==> config.mk <==
export PLATFORM = sky130hd
export DESIGN_NAME = voice_lookup_sched_flat
export DESIGN_NICKNAME = d
export VERILOG_FILES = /design/src/rtl/voice_lookup_sched_pkg.sv /design/src/rtl/voice_lookup_sched_if.sv /design/src/rtl/voice_lookup_sched_lookup_lat_pipe.sv /design/src/rtl/voice_lookup_sched.sv /design/src/flat_wrapper.sv
export SDC_FILE = /design/constraint.sdc
export NUM_CORES = 1
export LEC_CHECK = 0
export CORE_MARGIN = 10
export CORE_UTILIZATION = 49
export CTS_BUF_LIST = sky130_fd_sc_hd__clkbuf_8 sky130_fd_sc_hd__clkbuf_16
export DETAILED_ROUTE_END_ITERATION = 10
export GPL_TIMING_DRIVEN = 0
export HOLD_SLACK_MARGIN = 0.1
export PLACE_DENSITY = 0.88
export SYNTH_ARGS = -nofsm -noshare
export SYNTH_HDL_FRONTEND = slang
export SYNTH_SLANG_ARGS = --single-unit
==> constraint.sdc <==
create_clock -name clk -period 4.7 [get_ports clk]
set_clock_uncertainty 0.05 [all_clocks]
set_input_delay 0.47 -clock clk [delete_from_list [all_inputs] [get_ports clk]]
set_output_delay 0.47 -clock clk [all_outputs]
set_load 0.02 [all_outputs]
==> src/rtl/voice_lookup_sched_pkg.sv <==
// Shared definitions for the voice lookup scheduler: datapath widths,
// the midscale sample value and the frame sequencer state encoding.
package vsynth_pkg;

   localparam int SAMPLE_W = 8;
   localparam int PHASE_W  = 7;
   localparam int PROG_W   = 7;

   // Unsigned midscale, the "silent" value of an 8-bit unsigned sample.
   localparam logic [SAMPLE_W-1:0] SAMPLE_MID = 8'd128;

   // Frame sequencer states. Plain vector constants keep the encoding
   // visible to older tools and netlist viewers.
   typedef logic [1:0] state_t;
   localparam state_t ST_IDLE  = 2'd0;
   localparam state_t ST_ISSUE = 2'd1;
   localparam state_t ST_DRAIN = 2'd2;
   localparam state_t ST_DONE  = 2'd3;

endpackage

==> src/rtl/voice_lookup_sched_if.sv <==
// Bus between the scheduler (master) and the shared phase-to-sample
// lookup (slave). The lookup registers advance only while lk_ce is high.
interface voice_lookup_sched_if;
   import vsynth_pkg::*;

   logic                lk_ce;
   logic [PHASE_W-1:0]  lk_phase;
   logic [PROG_W-1:0]   lk_program;
   logic [SAMPLE_W-1:0] lk_sample;

   modport master (
      output lk_ce,
      output lk_phase,
      output lk_program,
      input  lk_sample
   );

   modport slave (
      input  lk_ce,
      input  lk_phase,
      input  lk_program,
      output lk_sample
   );

endinterface

==> src/rtl/voice_lookup_sched_lookup_lat_pipe.sv <==
// Tracks which voice each in-flight lookup belongs to. A LAT-deep shift
// register of {valid, voice index} that advances in lockstep with the
// shared lookup (same clock enable), so its output lines up with lk_sample.
module lookup_lat_pipe #(
   parameter int LAT   = 2,
   parameter int IDX_W = 3
) (
   input  logic             clk,
   input  logic             rst,
   input  logic             ce,
   input  logic             in_valid,
   input  logic [IDX_W-1:0] in_idx,
   output logic             out_valid,
   output logic [IDX_W-1:0] out_idx
);

   logic [LAT-1:0]   valid_q, valid_d;
   logic [IDX_W-1:0] idx_q [LAT];
   logic [IDX_W-1:0] idx_d [LAT];

   // Next-state: shift one stage per enabled cycle, otherwise hold.
   always_comb begin
      // NOTE: every output of a combinational block gets a default first so
      // no path leaves it unassigned and no latch is inferred.
      valid_d = valid_q;
      idx_d   = idx_q;
      if (ce) begin
         valid_d[0] = in_valid;
         idx_d[0]   = in_idx;
         for (int i = 1; i < LAT; i++) begin
            valid_d[i] = valid_q[i-1];
            idx_d[i]   = idx_q[i-1];
         end
      end
   end

   // Stage registers; reset empties the pipe so no stale capture survives.
   always_ff @(posedge clk or posedge rst) begin
      // NOTE: state is updated with non-blocking assignments so every flop
      // samples the pre-edge values regardless of statement order.
      if (rst) begin
         valid_q <= '0;
         for (int i = 0; i < LAT; i++) idx_q[i] <= '0;
      end else begin
         valid_q <= valid_d;
         idx_q   <= idx_d;
      end
   end

   assign out_valid = valid_q[LAT-1];
   assign out_idx   = idx_q[LAT-1];

endmodule

==> src/rtl/voice_lookup_sched.sv <==
// Time-multiplexes one shared phase-to-sample lookup across NUM_VOICES
// voices. Each tick snapshots all voices, issues one lookup per cycle,
// drains the lookup pipeline and captures results into per-voice registers.
// Optional build macro VOICE_SCHED_MIX_EN adds mix_out, the frame sum of the
// gated voices' samples, presented together with frame_valid.
module voice_lookup_sched
   import vsynth_pkg::*;
#(
   parameter int NUM_VOICES = 8,
   parameter int LOOKUP_LAT = 2
) (
   input  logic                           clk,
   input  logic                           rst,
   input  logic                           tick,
   input  logic [NUM_VOICES*PHASE_W-1:0]  voice_phase,
   input  logic [NUM_VOICES*PROG_W-1:0]   voice_program,
   input  logic [NUM_VOICES-1:0]          voice_gate,
   voice_lookup_sched_if.master           lk,
   output logic [NUM_VOICES*SAMPLE_W-1:0] voice_sample,
   output logic                           frame_valid,
   output logic                           busy,
   output logic                           overrun
`ifdef VOICE_SCHED_MIX_EN
   ,
   output logic [SAMPLE_W+$clog2(NUM_VOICES)-1:0] mix_out
`endif
);

   localparam int IDX_W = $clog2(NUM_VOICES);
   localparam int CNT_W = (LOOKUP_LAT > 1) ? $clog2(LOOKUP_LAT) : 1;
   localparam logic [IDX_W-1:0] LAST_IDX   = IDX_W'(NUM_VOICES - 1);
   localparam logic [CNT_W-1:0] LAST_DRAIN = CNT_W'(LOOKUP_LAT - 1);

   state_t              state_q, state_d;
   logic [IDX_W-1:0]    issue_idx_q, issue_idx_d;
   logic [CNT_W-1:0]    drain_cnt_q, drain_cnt_d;
   logic                lk_ce_q, lk_ce_d;
   logic [PHASE_W-1:0]  lk_phase_q, lk_phase_d;
   logic [PROG_W-1:0]   lk_program_q, lk_program_d;
   logic                frame_valid_q, frame_valid_d;
   logic                busy_q, busy_d;
   logic                overrun_q, overrun_d;

   logic [PHASE_W-1:0]  snap_phase_q [NUM_VOICES];
   logic [PHASE_W-1:0]  snap_phase_d [NUM_VOICES];
   logic [PROG_W-1:0]   snap_prog_q  [NUM_VOICES];
   logic [PROG_W-1:0]   snap_prog_d  [NUM_VOICES];
   logic [NUM_VOICES-1:0] snap_gate_q, snap_gate_d;

   logic [SAMPLE_W-1:0] sample_q [NUM_VOICES];
   logic [SAMPLE_W-1:0] sample_d [NUM_VOICES];

   logic                cap_valid;
   logic [IDX_W-1:0]    cap_idx;
   logic                cap_en;

   // Frame sequencer: snapshot on tick, issue, drain, announce completion.
   always_comb begin
      state_d       = state_q;
      issue_idx_d   = issue_idx_q;
      drain_cnt_d   = drain_cnt_q;
      snap_phase_d  = snap_phase_q;
      snap_prog_d   = snap_prog_q;
      snap_gate_d   = snap_gate_q;
      lk_ce_d       = lk_ce_q;
      lk_phase_d    = lk_phase_q;
      lk_program_d  = lk_program_q;
      frame_valid_d = 1'b0;
      // Any tick that cannot be accepted is remembered until reset.
      overrun_d     = overrun_q | (tick & (state_q != ST_IDLE));

      case (state_q)
         ST_IDLE: begin
            if (tick) begin
               state_d     = ST_ISSUE;
               issue_idx_d = '0;
               for (int v = 0; v < NUM_VOICES; v++) begin
                  snap_phase_d[v] = voice_phase[v*PHASE_W +: PHASE_W];
                  snap_prog_d[v]  = voice_program[v*PROG_W +: PROG_W];
               end
               snap_gate_d  = voice_gate;
               // Voice 0 goes on the bus in the first ISSUE cycle, straight
               // from the inputs being snapshotted at this same edge.
               lk_ce_d      = 1'b1;
               lk_phase_d   = voice_phase[PHASE_W-1:0];
               lk_program_d = voice_program[PROG_W-1:0];
            end
         end
         ST_ISSUE: begin
            if (issue_idx_q == LAST_IDX) begin
               state_d     = ST_DRAIN;
               drain_cnt_d = '0;
            end else begin
               issue_idx_d  = issue_idx_q + IDX_W'(1);
               lk_phase_d   = snap_phase_q[issue_idx_d];
               lk_program_d = snap_prog_q[issue_idx_d];
            end
         end
         ST_DRAIN: begin
            if (drain_cnt_q == LAST_DRAIN) begin
               state_d       = ST_DONE;
               lk_ce_d       = 1'b0;
               frame_valid_d = 1'b1;
            end else begin
               drain_cnt_d = drain_cnt_q + CNT_W'(1);
            end
         end
         ST_DONE: begin
            state_d = ST_IDLE;
         end
         default: begin
            state_d = ST_IDLE;
         end
      endcase

      busy_d = (state_d != ST_IDLE);
   end

   // Control registers.
   always_ff @(posedge clk or posedge rst) begin
      if (rst) begin
         state_q       <= ST_IDLE;
         issue_idx_q   <= '0;
         drain_cnt_q   <= '0;
         lk_ce_q       <= 1'b0;
         lk_phase_q    <= '0;
         lk_program_q  <= '0;
         frame_valid_q <= 1'b0;
         busy_q        <= 1'b0;
         overrun_q     <= 1'b0;
      end else begin
         state_q       <= state_d;
         issue_idx_q   <= issue_idx_d;
         drain_cnt_q   <= drain_cnt_d;
         lk_ce_q       <= lk_ce_d;
         lk_phase_q    <= lk_phase_d;
         lk_program_q  <= lk_program_d;
         frame_valid_q <= frame_valid_d;
         busy_q        <= busy_d;
         overrun_q     <= overrun_d;
      end
   end

   // Snapshot registers: only read after a tick has loaded them.
   always_ff @(posedge clk) begin
      snap_phase_q <= snap_phase_d;
      snap_prog_q  <= snap_prog_d;
      snap_gate_q  <= snap_gate_d;
   end

   // Voice tag of the lookup result currently on lk_sample.
   lookup_lat_pipe #(
      .LAT   (LOOKUP_LAT),
      .IDX_W (IDX_W)
   ) u_lat_pipe (
      .clk       (clk),
      .rst       (rst),
      .ce        (lk_ce_q),
      .in_valid  (state_q == ST_ISSUE),
      .in_idx    (issue_idx_q),
      .out_valid (cap_valid),
      .out_idx   (cap_idx)
   );

   assign cap_en = cap_valid & lk_ce_q;

   // Capture: write the tagged voice, forcing midscale for gated-off voices.
   always_comb begin
      sample_d = sample_q;
      if (cap_en) begin
         sample_d[cap_idx] = snap_gate_q[cap_idx] ? lk.lk_sample : SAMPLE_MID;
      end
   end

   // Per-voice output registers.
   always_ff @(posedge clk or posedge rst) begin
      // NOTE: this array is reset (unlike the snapshot) because downstream
      // logic reads it immediately and must see midscale, not stale data.
      if (rst) begin
         for (int v = 0; v < NUM_VOICES; v++) sample_q[v] <= SAMPLE_MID;
      end else begin
         sample_q <= sample_d;
      end
   end

`ifdef VOICE_SCHED_MIX_EN
   localparam int MIX_W = SAMPLE_W + $clog2(NUM_VOICES);

   logic [MIX_W-1:0] acc_q, acc_d;
   logic [MIX_W-1:0] mix_q, mix_d;

   // Frame sum: clear on tick acceptance, add gated captures, publish at DONE.
   always_comb begin
      acc_d = acc_q;
      mix_d = mix_q;
      if ((state_q == ST_IDLE) && tick) begin
         acc_d = '0;
      end else if (cap_en && snap_gate_q[cap_idx]) begin
         acc_d = acc_q + MIX_W'(lk.lk_sample);
      end
      if (frame_valid_d) begin
         mix_d = acc_d;
      end
   end

   // Accumulator and published mix registers.
   always_ff @(posedge clk or posedge rst) begin
      if (rst) begin
         acc_q <= '0;
         mix_q <= '0;
      end else begin
         acc_q <= acc_d;
         mix_q <= mix_d;
      end
   end

   assign mix_out = mix_q;
`endif

   assign lk.lk_ce      = lk_ce_q;
   assign lk.lk_phase   = lk_phase_q;
   assign lk.lk_program = lk_program_q;
   assign frame_valid   = frame_valid_q;
   assign busy          = busy_q;
   assign overrun       = overrun_q;

   for (genvar v = 0; v < NUM_VOICES; v++) begin : g_pack
      assign voice_sample[v*SAMPLE_W +: SAMPLE_W] = sample_q[v];
   end

endmodule

==> src/flat_wrapper.sv <==
// flat-port wrapper written by rule: the top's interface ports become plain ports
module voice_lookup_sched_flat import vsynth_pkg::*;
#(
   parameter int NUM_VOICES = 8,
   parameter int LOOKUP_LAT = 2
)
  (clk, rst, tick, voice_phase, voice_program, voice_gate, voice_sample, frame_valid, busy, overrun, lk_lk_ce, lk_lk_phase, lk_lk_program, lk_lk_sample);
  voice_lookup_sched_if lk_i ();
  input  logic clk;
  input  logic rst;
  input  logic tick;
  input  logic [NUM_VOICES*PHASE_W-1:0] voice_phase;
  input  logic [NUM_VOICES*PROG_W-1:0] voice_program;
  input  logic [NUM_VOICES-1:0] voice_gate;
  output logic [NUM_VOICES*SAMPLE_W-1:0] voice_sample;
  output logic frame_valid;
  output logic busy;
  output logic overrun;
  output wire logic [$bits(lk_i.lk_ce)-1:0] lk_lk_ce;
  output wire logic [$bits(lk_i.lk_phase)-1:0] lk_lk_phase;
  output wire logic [$bits(lk_i.lk_program)-1:0] lk_lk_program;
  input wire logic [$bits(lk_i.lk_sample)-1:0] lk_lk_sample;
  assign lk_lk_ce = lk_i.lk_ce;
  assign lk_lk_phase = lk_i.lk_phase;
  assign lk_lk_program = lk_i.lk_program;
  assign lk_i.lk_sample = lk_lk_sample;
  voice_lookup_sched #(.NUM_VOICES(NUM_VOICES), .LOOKUP_LAT(LOOKUP_LAT)) u_core (.clk(clk), .rst(rst), .tick(tick), .voice_phase(voice_phase), .voice_program(voice_program), .voice_gate(voice_gate), .lk(lk_i), .voice_sample(voice_sample), .frame_valid(frame_valid), .busy(busy), .overrun(overrun));
endmodule
Word-level counts from Yosys, hierarchy flattened
Index checks and enable logic that the tools add are counted.
- word-level logic and storage cells: 100
- output and inout bits: 82
- memory bits (read-only): 0
- memories: 0
- latch bits: 0
- register bits: 216
- bits of input ports: 131
- memory bits (writable): 0
- reduce and logical (&&, ||, !) cells: 11
- $mul: 0
- bitwise gates (word level): 5
- equality and inequality tests: 8
- mux-type cells: 33
- div/mod/pow operators: 0
- add/sub/neg operators: 2
- shift-type cells: 0
- $lt $le $gt $ge: 4
- operators with widths (operator ; count):
    64-bit bitwise mux ; 1
    7-bit two-way mux ; 8
    7-bit binary-select mux with 3-bit select ; 2
    7-bit one-hot mux with 2 select lines ; 2
    8-bit demux with 3-bit select ; 1
    8-bit two-way mux ; 2
    2-bit nonzero test ; 5
    4-bit >= comparator (second input constant) ; 2
    3-bit inverter with 4-bit output ; 2
    2-bit one-hot mux with 4 select lines ; 1
    1-bit two-way mux ; 7
    2-bit two-way mux ; 3
    3-bit two-way mux ; 2
    3-bit one-hot mux with 2 select lines ; 1
    3-bit AND reduction ; 2
    2-bit == test (second input constant) ; 2
    3-bit by 4-bit less-than comparator with 1-bit output (second input constant) ; 1
    4-bit by 1-bit less-than comparator with 1-bit output (second input constant) ; 1
    2-bit by 1-bit != test with 1-bit output (second input constant) ; 2
    2-bit != test (second input constant) ; 2
    1-bit one-hot mux with 2 select lines ; 2
    2-bit AND reduction ; 2
    3-bit by 1-bit adder with 3-bit output (second input constant) ; 1
    1-bit binary-select mux with 3-bit select ; 1
    7 further kinds ; 8

Depth between registers and ports, before layout
- word-level depth: 7
- mapped depth: 7
- depth with buffers taken out: 6

Hierarchy
A second synthesis with hierarchy kept.
- cell total of the unflattened synthesis: 549
- area total of the unflattened synthesis: 8759.7 um^2
- by module, submodules not included (module ; times used ; sequential area each (um^2) ; area each (um^2) ; cells each):
    voice_lookup_sched ; 1 ; 5815.6 ; 8401.8 ; 528
    lookup_lat_pipe ; 1 ; 200.2 ; 357.8 ; 21

Least setup slack after synthesis
OpenSTA, ideal clock, no wires.
- path kind: input port to flip-flop
- from: input port tick
- to: register u_core.snap_gate_q[0], enable pin
- stages on the path: 3
- setup slack: 0.601 ns
- data arrival time: 3.565 ns
- setup time: 0.485 ns
- path buffers: 1
- required time: 4.165 ns
- cells stage by stage: nor2b_1 -> buf_4 -> and2b_1
- longest elaborated chain between the ends: 1
- ends and longest elaborated chain (item ; line ; text):
    start, declared ; flat_wrapper.sv:11 ; input logic tick;
    2-bit AND reduction (no line) ; - ;
    end signal, assigned ; voice_lookup_sched.sv:148 ; snap_gate_q <= snap_gate_d;
    end, declared ; voice_lookup_sched.sv:48 ; logic [NUM_VOICES-1:0] snap_gate_q, snap_gate_d;
No other way between the ends.
A chain may end at the register's enable or synchronous reset.

Worst setup path in the final report
- from: input port tick
- to: register u_core.snap_gate_q[1], enable pin
The elaborated chain is that of the path after synthesis.

==> metrics.txt <==
mean area per synthesized cell 13.1 µm²; clock root buffer sky130_fd_sc_hd__clkbuf_16; final-report max-slew violation count 0; number of antenna diodes 0; fraction of post-synthesis cell area in the top cell type by area 41.7%; post-synthesis register bit count 216; Port Buf Inserts 205; grt ovf 0; # IOs 213; effective utilization at floorplan 50.0%; antenna violation net count after detailed routing 0; Netlist Area Pre-Place 8650 µm²; worst setup path startpoint tick; buffers inserted during post-CTS setup optimization 0; routability congestion estimate 0.803; Post-Syn Instances 658; highest attainable clock frequency 0.326 GHz; crit path launch type input port; maximum VDD drop 0.472 mV; required time of the critical path 4.82 ns; dpl hpwl 16900 µm; Final Critical Period 3.07 ns; critical path data arrival time 3.19 ns; library cells used by synthesis 37; total number of nets in the final design 1022; capturing element type of the critical path flop; cell depth of the worst flop-to-flop path 4; Setup violations, final 0; type of the worst min-delay path input port to asynchronous set/reset pin; total negative slack for setup checks 0 ns; Max transition margin 37.4%; reg2reg setup slack 2.03 ns; CTS tree yes; Power per Cell Area 645 nW/µm²; Storage cell area 6020 µm²; commonest cells after routing, fill and taps aside sky130_fd_sc_hd__clkdlybuf4s50_1 (205), sky130_fd_sc_hd__edfxtp_1 (120), sky130_fd_sc_hd__nand2_1 (108); total of warnings raised by yosys 0; top cells by area, synth sky130_fd_sc_hd__edfxtp_1 (42%), sky130_fd_sc_hd__dfrtp_1 (25%), sky130_fd_sc_hd__mux2i_1 (6.6%); antenna violations before repair 0; synth-to-layout area growth 36.0%; clock tree buffer depth 3; PostCTS Resize Cnt 0; Design Area, Final 11800 µm²; number of fillers in the final layout 1189; cell type with the largest total area after synthesis sky130_fd_sc_hd__edfxtp_1; 1st-pass router iterations 5; area enclosed by the die boundary 23400 µm²; area post-placement 11000 µm²; number of placement rows 48; TritonCTS Buffers 22; actual transition at the worst max-transition pin 0.939 ns; number of remaining DRC errors 0; die outline width 153 µm; r2r startpoint u_core.state_q[1]$_DFF_PP0_; detail-routed via count per cell 5.53; setup repair after global routing missed its margin false; net count of the mapped netlist 791; vertical extent of the die 153 µm; H-tree lvl count 1; portion of the clock cycle consumed by the worst path in the final layout 65.4%; via count of the first global-routing pass 6585; most frequent standard cell in the layout excluding fill and tap cells sky130_fd_sc_hd__clkdlybuf4s50_1; CORE AREA 17300 µm²; Fin Hold WS 0.264 ns; maximum net fanout on the critical path 62; number of hold buffers added after cts 0; Clock transition at path regs 0.06 ns; Reg-to-Reg End u_core.snap_gate_q[1]$_DFFE_PP_; later-pin clock latency in the skew report 0.49 ns; overall power after layout 7.58 mW; endpoints failing hold 0; leakage power 4.72 nW; total area of multi-input combinational cells 2410 µm²; outcome finished clean; Worst Path Class, Setup input port to flop; violation count after the first detailed-routing iteration 493; first-pass GRT wire length 36800 µm; clock tree sinks 216; number of max-cap violations 0; average wire per cell in the routed design 21.0 µm; pin count of the biggest net entering global routing 70; part of the Yosys area used for sequential elements 69.5%; final wirelength 23700 µm; vias post-DR 6248; total routing usage reported by global routing 19.4%; share of cells above drive strength 1 8.29%
==> layout make-up <==
class / count / share of cell area, %
clock inverters: 12 / 0.649
well taps: 225 / 2.39
flip-flops and latches: 216 / 51.1
plain buffers: 44 / 1.75
repair buffers: 207 / 17.9
inverters: 5 / 0.181
clock buffers: 28 / 5.48
multi-input cells: 393 / 20.5
==> stage by stage <==
| stage | setup slack (ns) | utilization, % | cells |
|---|---|---|---|
| 3_3_place_gp | -1.25 | 63.5 | 1088 |
| 4_1_cts | 1.64 | 68.0 | 1130 |
| 5_1_grt | 1.49 | 68.0 | 1130 |
| 6_report | 1.63 | 68.0 | 1130 |
| 2_1_floorplan | 0.601 | - | 658 |
| 3_5_place_dp | 1.12 | 63.9 | 1090 |
==> cells by family (layout without fill, tap and decap cells) <==
| kind of cell | count (synthesis) | count (layout) | share of synthesized area [%] |
|---|---|---|---|
| fa+ha+maj | 2 | 2 | 0.289 |
| flops | 216 | 216 | 69.5 |
| compound gates | 137 | 137 | 9.91 |
| mux | 65 | 65 | 7.64 |
| simple gates | 189 | 189 | 10.0 |
| buf+inv | 49 | 296 | 2.60 |
==> report_power, final <==
| part | switching, mW | leakage [nW] | total, mW | internal (mW) |
|---|---|---|---|---|
| logic | 1.76 | 2.06 | 3.06 | 1.31 |
| registers | 0.270 | 2.28 | 2.81 | 2.54 |
| clock network | 0.697 | 0.385 | 1.71 | 1.02 |
==> how the worst max path moves through the flow <==
stage / cells after the start / slack [ns] / endpoint
4_1_cts: 5 / 1.64 / u_core.snap_phase_q[50]$_DFFE_PP_
3_3_place_gp: 4 / -1.25 / u_core.snap_gate_q[3]$_DFFE_PP_
3_5_place_dp: 5 / 1.12 / u_core.snap_gate_q[3]$_DFFE_PP_
6_report: 5 / 1.63 / u_core.snap_gate_q[1]$_DFFE_PP_
5_1_grt: 5 / 1.49 / u_core.snap_gate_q[1]$_DFFE_PP_
2_1_floorplan: 3 / 0.60 / u_core.snap_gate_q[0]$_DFFE_PP_
==> Yosys cell counts (all sizes together) <==
cell type	n
edfxtp	120
nand2	108
dfrtp	88
o21ai	60
mux2i	57
nand3	37
a22oi	28
clkbuf	25
a21oi	20
buf	19
nor2b	17
a2bb2oi	14
nor2	12
dfstp	8
mux2	8
nand2b	6
a22o	5
a31oi	5
inv	5
a21o	4
nand3b	3
ha	2
or3	2
and2	1
and2b	1
and3	1
nor3	1
o21bai	1
==> sequential cells by signal (all words and copies together), names as in the netlist, 3 cells and up <==
| register | flops |
|---|---|
| u_core.issue_idx_q | 3 |
| u_core.snap_prog_q | 56 |
| u_core.lk.lk_phase | 7 |
| u_core.voice_sample | 64 |
| u_core.u_lat_pipe.idx_q | 3 |
| u_core.lk.lk_program | 7 |
| u_core.snap_phase_q | 56 |
| u_core.u_lat_pipe.out_idx | 3 |
| u_core.snap_gate_q | 8 |
==> routing by layer <==
metal | up-vias | share of wire (%) | GRT usage (%)
li1 | 2850 | - | -
met1 | 3015 | 36 | 21.9
met2 | 339 | 50 | 33.1
met3 | 44 | 12 | 7.94
met4 | 0 | 2.3 | 5.72
met5 | - | 0 | 0
==> worst max-delay path, cell delays in order <==
cell and delay, ns:
sky130_fd_sc_hd__clkdlybuf4s50_1 0.74, sky130_fd_sc_hd__nor2b_1 0.50, sky130_fd_sc_hd__buf_4 0.28, sky130_fd_sc_hd__and2b_4 0.78
sky130_fd_sc_hd__buf_16 0.35
No activity file was read; power rests on OpenSTA's default activity.
